### src/rtl/ticket_pkg.sv
// Shared ticket-counter definitions: payout FSM states, coin values, hopper indices.
`default_nettype none

package ticket_pkg;

  typedef enum logic [2:0] {
    ST_IDLE       = 3'd0,
    ST_SELECT     = 3'd1,
    ST_DRIVE      = 3'd2,
    ST_WAIT_SENSE = 3'd3,
    ST_DONE       = 3'd4
  } change_state_t;

  localparam int c_NUM_HOPPERS = 3;

  localparam int c_COIN0_VAL = 50;
  localparam int c_COIN1_VAL = 20;
  localparam int c_COIN2_VAL = 10;

  localparam logic [1:0] c_HOPPER0 = 2'd0;
  localparam logic [1:0] c_HOPPER1 = 2'd1;
  localparam logic [1:0] c_HOPPER2 = 2'd2;

endpackage

`default_nettype wire

### src/rtl/change_dispenser_denom_select.sv
// Combinational priority picker: lowest-index (largest) coin that fits and is available.
`default_nettype none

module denom_select
  import ticket_pkg::*;
#(
  parameter int AMT_W     = 8,
  parameter int COIN0_VAL = c_COIN0_VAL,
  parameter int COIN1_VAL = c_COIN1_VAL,
  parameter int COIN2_VAL = c_COIN2_VAL
) (
  input  logic [AMT_W-1:0]         i_remaining,
  input  logic [c_NUM_HOPPERS-1:0] i_hopper_empty,
  input  logic [c_NUM_HOPPERS-1:0] i_fault,
  output logic                     o_found,
  output logic [1:0]               o_sel
);

  localparam logic [AMT_W-1:0] c_VAL0 = AMT_W'(COIN0_VAL);
  localparam logic [AMT_W-1:0] c_VAL1 = AMT_W'(COIN1_VAL);
  localparam logic [AMT_W-1:0] c_VAL2 = AMT_W'(COIN2_VAL);

  logic [c_NUM_HOPPERS-1:0] w_elig;

  always_comb begin
    w_elig[0] = (c_VAL0 <= i_remaining) && !i_hopper_empty[0] && !i_fault[0];
    w_elig[1] = (c_VAL1 <= i_remaining) && !i_hopper_empty[1] && !i_fault[1];
    w_elig[2] = (c_VAL2 <= i_remaining) && !i_hopper_empty[2] && !i_fault[2];
    o_found   = |w_elig;
    o_sel     = c_HOPPER0;
    if (w_elig[0])      o_sel = c_HOPPER0;
    else if (w_elig[1]) o_sel = c_HOPPER1;
    else if (w_elig[2]) o_sel = c_HOPPER2;
  end

endmodule

`default_nettype wire

### src/rtl/change_dispenser.sv
// Change payout engine: accepts an amount, drives three coin hoppers greedily and
// confirms each coin on its exit sensor, reporting amount paid and shortfall.
`default_nettype none

module change_dispenser
  import ticket_pkg::*;
#(
  parameter int AMT_W          = 8,
  parameter int COIN0_VAL      = c_COIN0_VAL,
  parameter int COIN1_VAL      = c_COIN1_VAL,
  parameter int COIN2_VAL      = c_COIN2_VAL,
  parameter int PULSE_CYCLES   = 4,
  parameter int TIMEOUT_CYCLES = 1000
) (
  input  logic                     clk,
  input  logic                     reset,
  input  logic                     req_valid,
  output logic                     req_ready,
  input  logic [AMT_W-1:0]         req_amount,
  output logic [c_NUM_HOPPERS-1:0] hopper_drive,
  input  logic [c_NUM_HOPPERS-1:0] coin_sensed,
  input  logic [c_NUM_HOPPERS-1:0] hopper_empty,
  input  logic                     fault_clear,
  output logic [c_NUM_HOPPERS-1:0] fault,
  output logic                     done,
  output logic [AMT_W-1:0]         dispensed_total,
  output logic [AMT_W-1:0]         shortfall
);

  localparam int PCW = $clog2(PULSE_CYCLES + 1);
  localparam int TW  = $clog2(TIMEOUT_CYCLES + 1);

  localparam logic [PCW-1:0]   c_PULSE_LAST = PCW'(PULSE_CYCLES - 1);
  localparam logic [TW-1:0]    c_TIMER_LAST = TW'(TIMEOUT_CYCLES - 1);
  localparam logic [AMT_W-1:0] c_VAL0       = AMT_W'(COIN0_VAL);
  localparam logic [AMT_W-1:0] c_VAL1       = AMT_W'(COIN1_VAL);
  localparam logic [AMT_W-1:0] c_VAL2       = AMT_W'(COIN2_VAL);

  change_state_t            r_state;
  change_state_t            w_state_nxt;
  logic                     r_ready_en;
  logic [AMT_W-1:0]         r_remaining;
  logic [AMT_W-1:0]         r_dispensed;
  logic [AMT_W-1:0]         r_total;
  logic [AMT_W-1:0]         r_short;
  logic [1:0]               r_sel;
  logic [PCW-1:0]           r_pulse_cnt;
  logic [TW-1:0]            r_timer;
  logic [c_NUM_HOPPERS-1:0] r_fault;

  logic                     w_found;
  logic [1:0]               w_pick;
  logic [c_NUM_HOPPERS-1:0] w_sel_oh;
  logic [AMT_W-1:0]         w_sel_val;
  logic                     w_sensed;
  logic                     w_accept;
  logic                     w_credit;
  logic                     w_fault_set;

  denom_select #(
    .AMT_W     (AMT_W),
    .COIN0_VAL (COIN0_VAL),
    .COIN1_VAL (COIN1_VAL),
    .COIN2_VAL (COIN2_VAL)
  ) u_denom_select (
    .i_remaining    (r_remaining),
    .i_hopper_empty (hopper_empty),
    .i_fault        (r_fault),
    .o_found        (w_found),
    .o_sel          (w_pick)
  );

  always_comb begin
    w_sel_oh = 3'b001 << r_sel;
    case (r_sel)
      c_HOPPER0: w_sel_val = c_VAL0;
      c_HOPPER1: w_sel_val = c_VAL1;
      default:   w_sel_val = c_VAL2;
    endcase
    // Only the selected hopper's sensor counts; anything else is noise.
    w_sensed = |(coin_sensed & w_sel_oh);
  end

  always_ff @(posedge clk or negedge reset) begin
    if (!reset) r_state <= ST_IDLE;
    else        r_state <= w_state_nxt;
  end

  always_comb begin
    w_state_nxt  = r_state;
    w_accept     = 1'b0;
    w_credit     = 1'b0;
    w_fault_set  = 1'b0;
    req_ready    = 1'b0;
    hopper_drive = '0;
    done         = 1'b0;
    case (r_state)
      ST_IDLE: begin
        req_ready = r_ready_en;
        if (req_valid && r_ready_en) begin
          w_accept    = 1'b1;
          w_state_nxt = ST_SELECT;
        end
      end
      ST_SELECT: begin
        if (r_remaining == '0 || !w_found) w_state_nxt = ST_DONE;
        else                               w_state_nxt = ST_DRIVE;
      end
      ST_DRIVE: begin
        hopper_drive = w_sel_oh;
        if (w_sensed) begin
          w_credit    = 1'b1;
          w_state_nxt = ST_SELECT;
        end else if (r_pulse_cnt == c_PULSE_LAST) begin
          w_state_nxt = ST_WAIT_SENSE;
        end
      end
      ST_WAIT_SENSE: begin
        if (w_sensed) begin
          w_credit    = 1'b1;
          w_state_nxt = ST_SELECT;
        end else if (r_timer == c_TIMER_LAST) begin
          w_fault_set = 1'b1;
          w_state_nxt = ST_SELECT;
        end
      end
      ST_DONE: begin
        done        = 1'b1;
        w_state_nxt = ST_IDLE;
      end
      default: w_state_nxt = ST_IDLE;
    endcase
  end

  always_ff @(posedge clk or negedge reset) begin
    if (!reset) begin
      r_ready_en  <= 1'b0;
      r_remaining <= '0;
      r_dispensed <= '0;
      r_total     <= '0;
      r_short     <= '0;
      r_sel       <= c_HOPPER0;
      r_pulse_cnt <= '0;
      r_timer     <= '0;
      r_fault     <= '0;
    end else begin
      r_ready_en <= 1'b1;
      if (w_accept) begin
        r_remaining <= req_amount;
        r_dispensed <= '0;
        r_total     <= '0;
        r_short     <= '0;
      end
      if (r_state == ST_SELECT) begin
        r_sel       <= w_pick;
        r_pulse_cnt <= '0;
        // Results are latched as DONE is entered so they are valid alongside the done pulse.
        if (w_state_nxt == ST_DONE) begin
          r_total <= r_dispensed;
          r_short <= r_remaining;
        end
      end
      if (r_state == ST_DRIVE) begin
        r_pulse_cnt <= r_pulse_cnt + PCW'(1);
        r_timer     <= '0;
      end
      if (r_state == ST_WAIT_SENSE) r_timer <= r_timer + TW'(1);
      if (w_credit) begin
        r_remaining <= r_remaining - w_sel_val;
        r_dispensed <= r_dispensed + w_sel_val;
      end
      r_fault <= (fault_clear ? '0 : r_fault) | (w_fault_set ? w_sel_oh : '0);
    end
  end

  assign fault           = r_fault;
  assign dispensed_total = r_total;
  assign shortfall       = r_short;

endmodule

`default_nettype wire
### config.mk
export PLATFORM = sky130hd
export DESIGN_NAME = change_dispenser
export DESIGN_NICKNAME = d
export VERILOG_FILES = /design/src/rtl/ticket_pkg.sv /design/src/rtl/change_dispenser_denom_select.sv /design/src/rtl/change_dispenser.sv
export SDC_FILE = /design/constraint.sdc
export NUM_CORES = 1
export LEC_CHECK = 0
export ABC_AREA = 1
export BUFFER_PORTS_ARGS = -buffer_cell sky130_fd_sc_hd__buf_2
export CELL_PAD_IN_SITES_DETAIL_PLACEMENT = 1
export CELL_PAD_IN_SITES_GLOBAL_PLACEMENT = 2
export CORE_MARGIN = 5
export CORE_UTILIZATION = 35
export DETAILED_ROUTE_END_ITERATION = 8
export HOLD_SLACK_MARGIN = 0.06
export PLACE_DENSITY = 0.89
export SYNTH_ARGS = -nofsm -noshare
export SYNTH_HDL_FRONTEND = slang
export SYNTH_SLANG_ARGS = --single-unit
### constraint.sdc
create_clock -name clk -period 5.3 [get_ports clk]
set_input_delay 0.795 -clock clk [delete_from_list [all_inputs] [get_ports clk]]
set_output_delay 0.795 -clock clk [all_outputs]
set_load 0.005 [all_outputs]
---- Word level (Yosys, flattened, before mapping) ----
Cells that the tools add are included.
word-level totals
  flip-flop bits (word level) ............. 54
  bits of input ports ..................... 18
  output and inout port bits .............. 24
  logic and storage cells ................. 89
cells by class
  $add $sub $neg .......................... 4
  order comparisons ....................... 3
  eq/ne operators ......................... 8
  shifts and indexed selects .............. 1
  multiplexer cells ....................... 37
  bitwise logic cells ..................... 2
  reductions and logical operators ........ 24
operators by type and width
  kind                     number
  $mux W8                  10
  $mux W3                  11
  $mux W10                 2
  $pmux W3 S4              1
  $pmux W6 S2              1
  $add A10 B1 Y10 const B  1
  $eq A10 B10 Y1 const B   1
  $eq A3 B2 Y1 const B     3
  $mux W1                  9
  $add A8 B6 Y8            1
  $le A4 B8 Y1 const A     1
  $le A5 B8 Y1 const A     1
  $le A6 B8 Y1 const A     1
  $logic_not A8 Y1         1
  $sub A8 B6 Y8            1
  $logic_and A1 B1 Y1      7
  $logic_not A1 Y1         7
  $eq A3 B3 Y1 const B     2
  $mux W2                  3
  $reduce_bool A2 Y1       3
  $reduce_or A3 Y1         2
  $add A3 B1 Y3 const B    1
  $and A3 B3 Y3            1
  $eq A3 B1 Y1 const B     1
  7 further kinds          7

---- Longest topological paths before layout ----
Gate-level depths: netlist (run 1).
  depth in word-level cells ............... 11
  mapped depth ............................ 11
  gate-level depth less buffers ........... 11

---- By module ----
Synthesis (run 1) repeated with hierarchy kept, for this count alone.
second synthesis, totals
  cell total of the unflattened synthesis .. 423
  area, all modules ....................... 3,106.7 sq um
by module, submodules not included
  module            times used  cells each  area each (sq um)  seq. area each (sq um)
  change_dispenser  1           394         2,972.9            1,326.3
  denom_select      1           29          133.9              0.0

---- Worst setup path after synthesis (run 1) ----
Ideal clock, no wire load.
  path type ............................... reg2reg
  start ................................... register r_sel[1]
  end ..................................... register r_remaining[7]
  library setup time ...................... 0.116 ns
  arrival time ............................ 1.938 ns
  data required time ...................... 5.184 ns
  path slack .............................. 3.246 ns
  stages on the path, launching flop included .. 11
  buffers on the path ..................... 0
  clock period less this slack ............ 2.054 ns
  cell sequence ........................... dfrtp_1 nor2_1 inv_1 ha_1 fa_1 o21ai_0 nand2_1 nand2_1 nand2_1 nand3_1 nand2_1
between the ends
  longest elaborated chain between the ends .. 6
RTL lines
  item                                                                   line                     RTL
  start: declaration                                                     change_dispenser.sv:46   logic [1:0] r_sel;
  start signal: assignment                                               change_dispenser.sv:142  r_sel <= c_HOPPER0;
  start signal: assignment                                               change_dispenser.sv:155  r_sel <= w_pick;
  parallel branches: the longest is 6 deep, another holds $sub A8 B6 Y8  --
  end signal: assignment                                                 change_dispenser.sv:149  r_remaining <= req_amount;
  end signal: assignment                                                 change_dispenser.sv:169  r_remaining <= r_remaining - w_sel_val;
  end: declaration                                                       change_dispenser.sv:42   logic [AMT_W-1:0] r_remaining;
Parallel ways; which one is timed is not known.
A chain may end at the register's enable or synchronous reset.

---- Final worst setup path (run 1) ----
  start ................................... register r_state[2]
  end ..................................... output hopper_drive[1]
between the ends
  longest elaborated chain between the ends .. 2
RTL lines
  item                      line                    RTL
  start: declaration        change_dispenser.sv:39  change_state_t r_state;
  start signal: assignment  change_dispenser.sv:86  else r_state <= w_state_nxt;
  $eq A3 B2 Y1              change_dispenser.sv:97  case (r_state)
  $mux W3                   change_dispenser.sv:97
  end: declaration          change_dispenser.sv:20  output logic [c_NUM_HOPPERS-1:0] hopper_drive,
Every way passes these cells.

==> results_dict.tcl, run 1 <==
set metrics [dict create \
    grt_pass1_vias 2735 \
    n_antenna_cell 0 \
    placed_cells_incl_taps 549 \
    clock_latency_ns 0.31 \
    cp_slowest_stage_delay_ns 0.45 \
    cts.path.max_buffers 2 \
    grt_usage_pct 16.3 \
    synth_nets 437 \
    finalMaxSlewViolations 0 \
    fmax_ghz 0.400 \
    dieArea_mm2 0.0107 \
    synth-seq-cells 53 \
    grt_max_degree 54 \
    finalHoldViolCount 0 \
    drt-initial-drc-count 59 \
    dr.pass1.iters 4 \
    vias 2682 \
    wire_per_inst_um 14.6 \
    num_io_pins 42 \
    p_leak_nw 1.98 \
    gp_congestion 0.825 \
    crit_arrival_ns 1.71 \
    yosys_warnings 0 \
    period_needed_ns 2.50 \
    tns_ns 0 \
    htree_levels 2 \
    setup_ws_ns 2.80 \
    dp_slack_ns 2.81 \
    yosysMostFrequentCell "nand2_1" \
    clkSinkCount 53 \
    ant_nets 0 \
    io_buffers 41 \
    hp-class "register to register" \
    synth_largest_area_cell "dfrtp_1" \
    p_total_mw 1.79 \
    drive_above_1_share_pct 16.1 \
    synthFlopType "dfrtp_1" \
    final_util_pct 40.3 \
    grt_pass1_wl_um 13600 \
    vdd_drop_max_v 0.000222 \
    p_seq_share_pct 37.1 \
    yosys.area.top_type_share_pct 43.5 \
    synthArstFlopShare_pct 100 \
    finalCritPeriodShare_pct 47.2 \
    post_cts_buffers 0 \
    internal_power_mw 0.990 \
    layout.nets 481 \
    cp_max_fo 9 \
    clk_pin_slew_ns 0.10 \
    die_w_um 103 \
    final_cell_area_mm2 0.00346 \
    rows 34 \
    switchingPower_mw 0.799 \
    switching_share_pct 44.7 \
    yosysSeqAreaShare_pct 43.5 \
    worstPathCellList "nor2_2 -> nand2_1 -> nor2_1 -> buf_2" \
    cts_root_buffer "clkbuf_8" \
    startpoint_type "register" \
    status "completed" \
    netlist_area_mm2 0.00305 \
    worst_slew_pin_slew_ns 0.714 \
    drc 0 \
    yosysUniqueCellTypes 33 \
    final_cells 556 \
    dp_hpwl_um 6220 \
    timing.hold.ws_ns 0.493 \
    synth_area_leaders "dfrtp_1, nand2_1, inv_1" \
    avgViaCountPerCell 4.82 \
    crit_required_ns 4.51 \
    post_cts_resized 0 \
    die_height_um 103 \
    avgSynthCellArea_um2 7.54 \
    end_kind "output port" \
    slowest_stage "dfrtp_1" \
    criticalPathCategory "register to output port" \
    core_mm2 0.00859 \
    area_growth_pct 13.7 \
    start_util_pct 35.5 \
    dpl_cell_area_mm2 0.00336 \
    fin_skew_ns 0.00476 \
    rsz0062_at_grt "no" \
    cts_tree "done" \
    slew_headroom_pct 52.4 \
    setup_viol 0 \
    holdBufCountCts 0 \
    antenna_found_initial 0 \
    routed_wl_um 8120 \
    ys_top_cells_by_count "nand2_1, dfrtp_1, inv_1" \
    comb_power_share_pct 47.3 \
    crit_family "simple AND/OR/NAND/NOR gates" \
    crit_buf_inv 1 \
    synth_edf_count 0 \
    syn_inst 404 \
    maxCapViolations 0 \
    gr-total-overflow 0 \
    cellPowerDensity_mw_per_mm2 516 \
    power_frac_clock_pct 15.6 \
    cts_buffers 5 \
]
[worst register-to-register path: stages (launching register included)]
cell and delay [ns]:
dfrtp_1 0.44, nor2_1 0.40, inv_1 0.22, ha_1 0.28, fa_1 0.42, o21ai_0 0.24, nand2_1 0.13, nand2_1 0.08
nand2_1 0.05, nand3_1 0.06, nand2_1 0.05
[state kept, by name (all words and copies together) (netlist names)]
name	flops
r_sel	2
r_remaining	8
fault	3
r_dispensed	7
r_state	3
dispensed_total	8
r_timer	10
r_pulse_cnt	3
r_ready_en	1
shortfall	8
[power groups by stage]
| stage | registers (mW) | clock network [mW] | logic (mW) |
|---|---|---|---|
| 2_1_floorplan | 0.633 | 0 | 0.619 |
| 3_3_place_gp | 0.668 | 0 | 0.818 |
| 3_5_place_dp | 0.674 | 0 | 0.857 |
| 4_1_cts | 0.665 | 0.288 | 0.862 |
| 5_1_grt | 0.681 | 0.299 | 0.979 |
| 6_report | 0.664 | 0.278 | 0.846 |
[worst paths after layout]
| path | start | to | slack (ns) | cells after the start |
|---|---|---|---|---|
| worst max-delay path | r_state[2]$_DFF_PN0_ | hopper_drive[1] | 2.80 | 4 |
| max in group asynchronous | reset | r_timer[6]$_DFFE_PN0N_ | 4.22 | 2 |
| min in group asynchronous | reset | dispensed_total[0]$_DFF_PN0_ | 0.62 | 2 |
| worst max register to register | r_sel[1]$_DFFE_PN0P_ | r_remaining[7]$_DFFE_PN0P_ | 2.83 | 10 |
| worst min register to register | r_pulse_cnt[1]$_DFFE_PN0P_ | r_pulse_cnt[1]$_DFFE_PN0P_ | 0.49 | 2 |
| worst min-delay path | r_pulse_cnt[1]$_DFFE_PN0P_ | r_pulse_cnt[1]$_DFFE_PN0P_ | 0.49 | 2 |
[final cells by class]
cell class	count	area (µm²)
timing repair buffer	43	220
sequential	53	1330
multi-input combinational	287	1460
tap	108	135
clock buffer	5	68.8
inverter	58	218
fill	1110	5130
clock inverter	2	35.0
[cells in the final DEF, fill, tap and decap left out, types with 3 or more instances in the layout]
master,netlist,final
a21oi_1,9,9
buf_2,3,41
clkbuf_8,0,5
dfrtp_1,53,53
ha_1,13,13
inv_1,51,51
inv_2,7,7
nand2_1,147,147
nand2_2,3,3
nand3_1,33,33
nand4_1,8,8
nor2_1,24,24
o21ai_0,15,15
o21ai_1,3,3
o22ai_1,6,6
or2_2,6,6
xnor2_1,3,3
[layer usage]
metal	vias to the layer above	track usage [%]	part of all wire (%)
met2	36	27.4	47
met4	0	3.98	1.2
met1	1285	22.2	49
met5	-	0	0
li1	1354	-	-
met3	7	2.41	2.9
[logic make-up after synthesis]
family | count (synthesis) | share of synthesized area [%]
and+or+nand+nor | 230 | 33.3
buffers and inverters | 64 | 8.50
xor gates and xnor gates | 5 | 1.44
AOI/OAI and AO/OA | 36 | 6.49
DFF | 53 | 43.5
adders and majority gates | 15 | 6.65
other | 1 | 0.123
Power figures use the tool's default switching activity.
==> run 2, diff against run 1 <==
CORE_UTILIZATION = 33   (was 35)
PLACE_DENSITY = 0.84   (was 0.89)
clock period = 2.54 ns   (was 5.3 ns; I/O delays follow)
==> run 2 against run 1 <==
Effect of this change: critical path type is now register to register; non-clock buffer count is 3 higher; final cell count up 1.3%; highest routed layer unchanged; design area increased by 1.6%; clock skew grew 0.0019 ns.
==> results_dict.tcl, run 2 (synthesis results as in run 1) <==
set metrics [dict create \
    status "completed" \
    grt_max_degree 30 \
    dp_slack_ns 0.415 \
    final_common_cell "nand2_1" \
    dieArea_mm2 0.0113 \
    avgViaCountPerCell 4.82 \
    rrSetupSlack_ns 0.40 \
    largest_reg_flops 10 \
    core_mm2 0.00911 \
    worstPathCellList "nor2_1 -> inv_1 -> ha_1 -> fa_1 -> o21ai_0 -> nand2_1 -> nand2_1 -> nand2_1 -> nand3_1 -> nand2_1" \
    r2r_cells 10 \
    period_needed_ns 2.14 \
    htree_levels 2 \
    clkSinkCount 53 \
    rows 35 \
    slowest_stage "dfrtp_1" \
    criticalPathCategory "register to register" \
    crit_arrival_ns 2.35 \
    grt_pass1_vias 2843 \
    clock_latency_ns 0.31 \
    gr-total-overflow 0 \
    vias 2713 \
    setup_viol 0 \
    r2r-end "r_remaining[7]$_DFFE_PN0P_" \
    tns_ns 0 \
    r2r_start "r_sel[1]$_DFFE_PN0P_" \
    hp-class "primary input to async pin" \
    finalCritPeriodShare_pct 84.3 \
    ant_nets 0 \
    setup_ws_ns 0.398 \
    n_antenna_cell 0 \
    cp_common_cell "nand2_1" \
    p_leak_nw 2.00 \
    worst_slew_pin_slew_ns 0.657 \
    die_height_um 106 \
    dr.pass1.iters 4 \
    slew_headroom_pct 56.2 \
    io_buffers 41 \
    area_growth_pct 15.5 \
    post_cts_buffers 0 \
    regArea_mm2 0.00133 \
    grt_pass1_wl_um 14500 \
    drc 0 \
    cts_tree "done" \
    die_w_um 106 \
    start_util_pct 33.4 \
    maxCapViolations 0 \
    antenna_found_initial 0 \
    layout.nets 484 \
    routed_wl_um 8360 \
    top_register "r_timer" \
    startpoint_type "register" \
    cp_max_fo 6 \
    wire_per_inst_um 14.9 \
    p_total_mw 3.80 \
    clk_pin_slew_ns 0.10 \
    multi_input_area_mm2 0.00146 \
    end_kind "register" \
    finalMaxSlewViolations 0 \
    num_io_pins 42 \
    cts.path.max_buffers 2 \
    crit_required_ns 2.75 \
    crit_buf_inv 1 \
    drt-initial-drc-count 125 \
    drive_above_1_share_pct 16.8 \
    dp_hpwl_um 6490 \
    cts_buffers 5 \
    cts_root_buffer "clkbuf_8" \
    fmax_ghz 0.467 \
    grt_usage_pct 16.0 \
    holdBufCountCts 0 \
    finalHoldViolCount 0 \
    cellPowerDensity_mw_per_mm2 1080 \
    cp_slowest_stage_delay_ns 0.46 \
    nFillCells 1176 \
    rsz0062_at_grt "no" \
    crit_start "r_sel[1]$_DFFE_PN0P_" \
    crit_family "adder cells" \
    post_cts_resized 0 \
    vdd_drop_max_v 0.000348 \
    mostFrequentLayoutCells "nand2_1, dfrtp_1, inv_1" \
    fin_skew_ns 0.00662 \
    gp_congestion 0.818 \
]
==> run 2: report_power, final <==
part | leakage (nW) | total [mW] | internal, mW | switching [mW]
clock network | 0.0574 | 0.614 | 0.321 | 0.293
registers | 0.708 | 1.40 | 1.11 | 0.292
logic | 1.24 | 1.79 | 0.691 | 1.10
==> run 2: cell type report <==
cell class | instances | area share [%]
repair buffers | 46 | 7.25
flip-flops and latches | 53 | 37.7
clock buffers | 6 | 2.35
well taps | 111 | 3.95
multi-input cells | 287 | 41.5
inverters | 58 | 6.19
clock inverters | 2 | 1.07
==> run 2: per-stage QoR <==
stage          cell area (µm²)  cells  util, %  hold WS [ns]
2_1_floorplan             3050    404        -        0.0854
3_3_place_gp              3400    555     37.3         0.449
3_5_place_dp              3400    555     37.3         0.449
4_1_cts                   3520    563     38.6         0.104
5_1_grt                   3520    563     38.6         0.133
6_report                  3520    563     38.6        0.0913
==> run 2: layer usage <==
metal / up-vias / global-route usage, % / wire length [µm]
met5: - / 0 / 0
li1: 1364 / - / -
met4: 0 / 4.53 / 127
met2: 57 / 25.2 / 3830
met1: 1283 / 22.6 / 4080
met3: 9 / 2.61 / 329
==> run 2: worst max path at each step <==
stage                                 endpoint  slack (ns)  cells after the start
floorplan           r_remaining[7]$_DFFE_PN0P_        0.49                     10
global placement    r_remaining[7]$_DFFE_PN0P_        0.57                     10
detailed placement  r_remaining[7]$_DFFE_PN0P_        0.41                     10
CTS                 r_remaining[7]$_DFFE_PN0P_        0.39                     10
global route        r_remaining[7]$_DFFE_PN0P_        0.30                     10
finish              r_remaining[7]$_DFFE_PN0P_        0.40                     10
==> run 3, diff against run 2 <==
CORE_UTILIZATION = 30   (was 33)
PLACE_DENSITY = 0.81   (was 0.84)
clock period = 1.73 ns   (was 2.54 ns; I/O delays follow)
==> run 3 against run 2 <==
Effect of this change: the flow now finishes with violations (negative setup slack); non-clock buffer count is 23 higher; setup slack got worse by 0.42 ns; clock-buffer cell count is the same; critical path depth rose by 1; die area up 9.0%; flip-flop and latch count is the same; routed wire length is 0.93% higher; register-to-register slack worse by 0.42 ns; hold slack gained 0.073 ns; power increased by 65%; largest cell class unchanged; largest power group unchanged.
==> results_dict.tcl, run 3 (synthesis results as in run 1) <==
set metrics [dict create \
    routed_wl_um 8440 \
    rrSetupSlack_ns -0.02 \
    grt_pass1_vias 2977 \
    grt_pass1_wl_um 14400 \
    maxCapViolations 0 \
    clock_latency_ns 0.30 \
    startpoint_type "register" \
    switchingPower_mw 2.68 \
    r2r_start "r_sel[0]$_DFFE_PN0P_" \
    antenna_found_initial 0 \
    comb_power_share_pct 53.7 \
    wire_per_inst_um 13.9 \
    grt_max_degree 54 \
    layout.nets 508 \
    dr.pass1.iters 4 \
    io_buffers 41 \
    criticalPathCategory "register to register" \
    cts.path.max_buffers 2 \
    period_needed_ns 1.75 \
    dp_hpwl_um 6500 \
    num_io_pins 42 \
    vias 2787 \
    power_frac_clock_pct 14.3 \
    cts_tree "done" \
    largest_reg_flops 10 \
    r2r-end "r_remaining[7]$_DFFE_PN0P_" \
    vdd_drop_max_v 0.000616 \
    gp_congestion 0.770 \
    gr-total-overflow 0 \
    hold_depth 2 \
    final_util_pct 39.5 \
    cts_root_buffer "clkbuf_8" \
    switching_share_pct 42.8 \
    crit_required_ns 1.93 \
    die_w_um 111 \
    end_kind "register" \
    final_common_cell "nand2_1" \
    hold_end "fault[1]$_DFF_PN0_" \
    clkSinkCount 53 \
    drc 0 \
    dieArea_mm2 0.0123 \
    rsz0062_at_grt "yes" \
    tns_ns -0.0392 \
    hp-class "primary input to register" \
    grt_usage_pct 14.1 \
    violations "negative setup slack" \
    setup_ws_ns -0.0225 \
    internal_power_mw 3.58 \
    start_util_pct 31.0 \
    status "complete, but fails checks" \
    htree_levels 2 \
    r2r_cells 11 \
    mostFrequentLayoutCells "nand2_1, dfrtp_1, inv_1" \
    avgViaCountPerCell 4.58 \
    setup_viol 2 \
    finalMaxSlewViolations 0 \
    cts_buffers 5 \
    finalCritPeriodShare_pct 101 \
    die_height_um 111 \
    clk_pin_slew_ns 0.10 \
    rows 36 \
    drt-initial-drc-count 119 \
    cellPowerDensity_mw_per_mm2 1610 \
    finalHoldViolCount 0 \
    area_growth_pct 27.2 \
    ant_nets 0 \
    n_antenna_cell 0 \
    drive_above_1_share_pct 25.6 \
    top_register "r_timer" \
    p_seq_share_pct 32.0 \
    crit_arrival_ns 1.96 \
    p_leak_nw 2.14 \
    core_mm2 0.00982 \
    fmax_ghz 0.571 \
    fin_skew_ns 0.00201 \
    cp_max_fo 3 \
    min_from "fault_clear" \
]
==> run 3: metal layers <==
metal  track usage (%)  vias up  routed length [µm]
met5                 0        -                   0
met4              3.78        0                  87
met3              2.24        5                 261
met2              23.3       45                3940
met1              19.2     1322                4160
li1                  -     1415                   -
==> run 3: worst max path at each step <==
stage / from / endpoint / slack (ns) / cells after the start
3_3_place_gp: r_sel[1]$_DFFE_PN0P_ / r_remaining[7]$_DFFE_PN0P_ / -0.01 / 10
3_5_place_dp: r_sel[1]$_DFFE_PN0P_ / r_remaining[7]$_DFFE_PN0P_ / -0.11 / 10
5_1_grt: r_sel[0]$_DFFE_PN0P_ / r_remaining[7]$_DFFE_PN0P_ / -0.13 / 11
6_report: r_sel[0]$_DFFE_PN0P_ / r_remaining[7]$_DFFE_PN0P_ / -0.02 / 11
4_1_cts: r_sel[0]$_DFFE_PN0P_ / r_remaining[7]$_DFFE_PN0P_ / -0.07 / 11
2_1_floorplan: r_sel[0]$_DFFE_PN0P_ / r_remaining[7]$_DFFE_PN0P_ / -0.01 / 11
==> run 3: repair_timing <==
action                                  in CTS  in global routing
setup buffers                                1                  0
cloned                                       1                  0
hold endpoints to repair                    53                  0
hold buffers                                 1                  0
pin swaps                                    3                  5
resized for setup                           11                 13
endpoints found under the setup margin      10                 18
==> run 3: through the flow <==
| step | worst slack [ns] | hold slack [ns] | std cells | total power, mW | area [µm²] |
|---|---|---|---|---|---|
| detailed placement | -0.111 | 0.286 | 598 | 5.06 | 3610 |
| floorplan | -0.0128 | -0.0361 | 404 | 3.87 | 3060 |
| CTS | -0.0721 | 0.155 | 609 | 6.15 | 3800 |
| finish | -0.0225 | 0.164 | 609 | 6.26 | 3880 |
| global route | -0.135 | 0.165 | 609 | 6.85 | 3880 |
| global placement | -0.0139 | 0.282 | 598 | 4.95 | 3610 |
==> run 3: power groups by stage <==
stage	logic [mW]	registers, mW	clock network (mW)
after global routing	3.81	2.07	0.976
after global placement	2.96	1.99	0
after CTS	3.24	1.99	0.926
after detailed placement	3.06	2.01	0
after floorplan	1.92	1.94	0
final	3.36	2.00	0.894
==> run 3: cell type report <==
cell class	instances	area, µm²
clock inverters	2	37.5
inverters	58	218
clock buffers	6	82.6
multi-input cells	288	1600
fillers	1246	5940
repair buffers	69	443
well taps	133	166
flip-flops and latches	53	1330
==> run 3: critical path: stages, from the launching register on <==
cell and delay [ns]:
dfrtp_1 0.37, inv_1 0.09, nor2_4 0.13, inv_2 0.05, ha_2 0.18, fa_2 0.37, o21ai_2 0.16, nand2_2 0.08
nand2_1 0.06, nand2_1 0.04, nand3_1 0.06, nand2_1 0.06
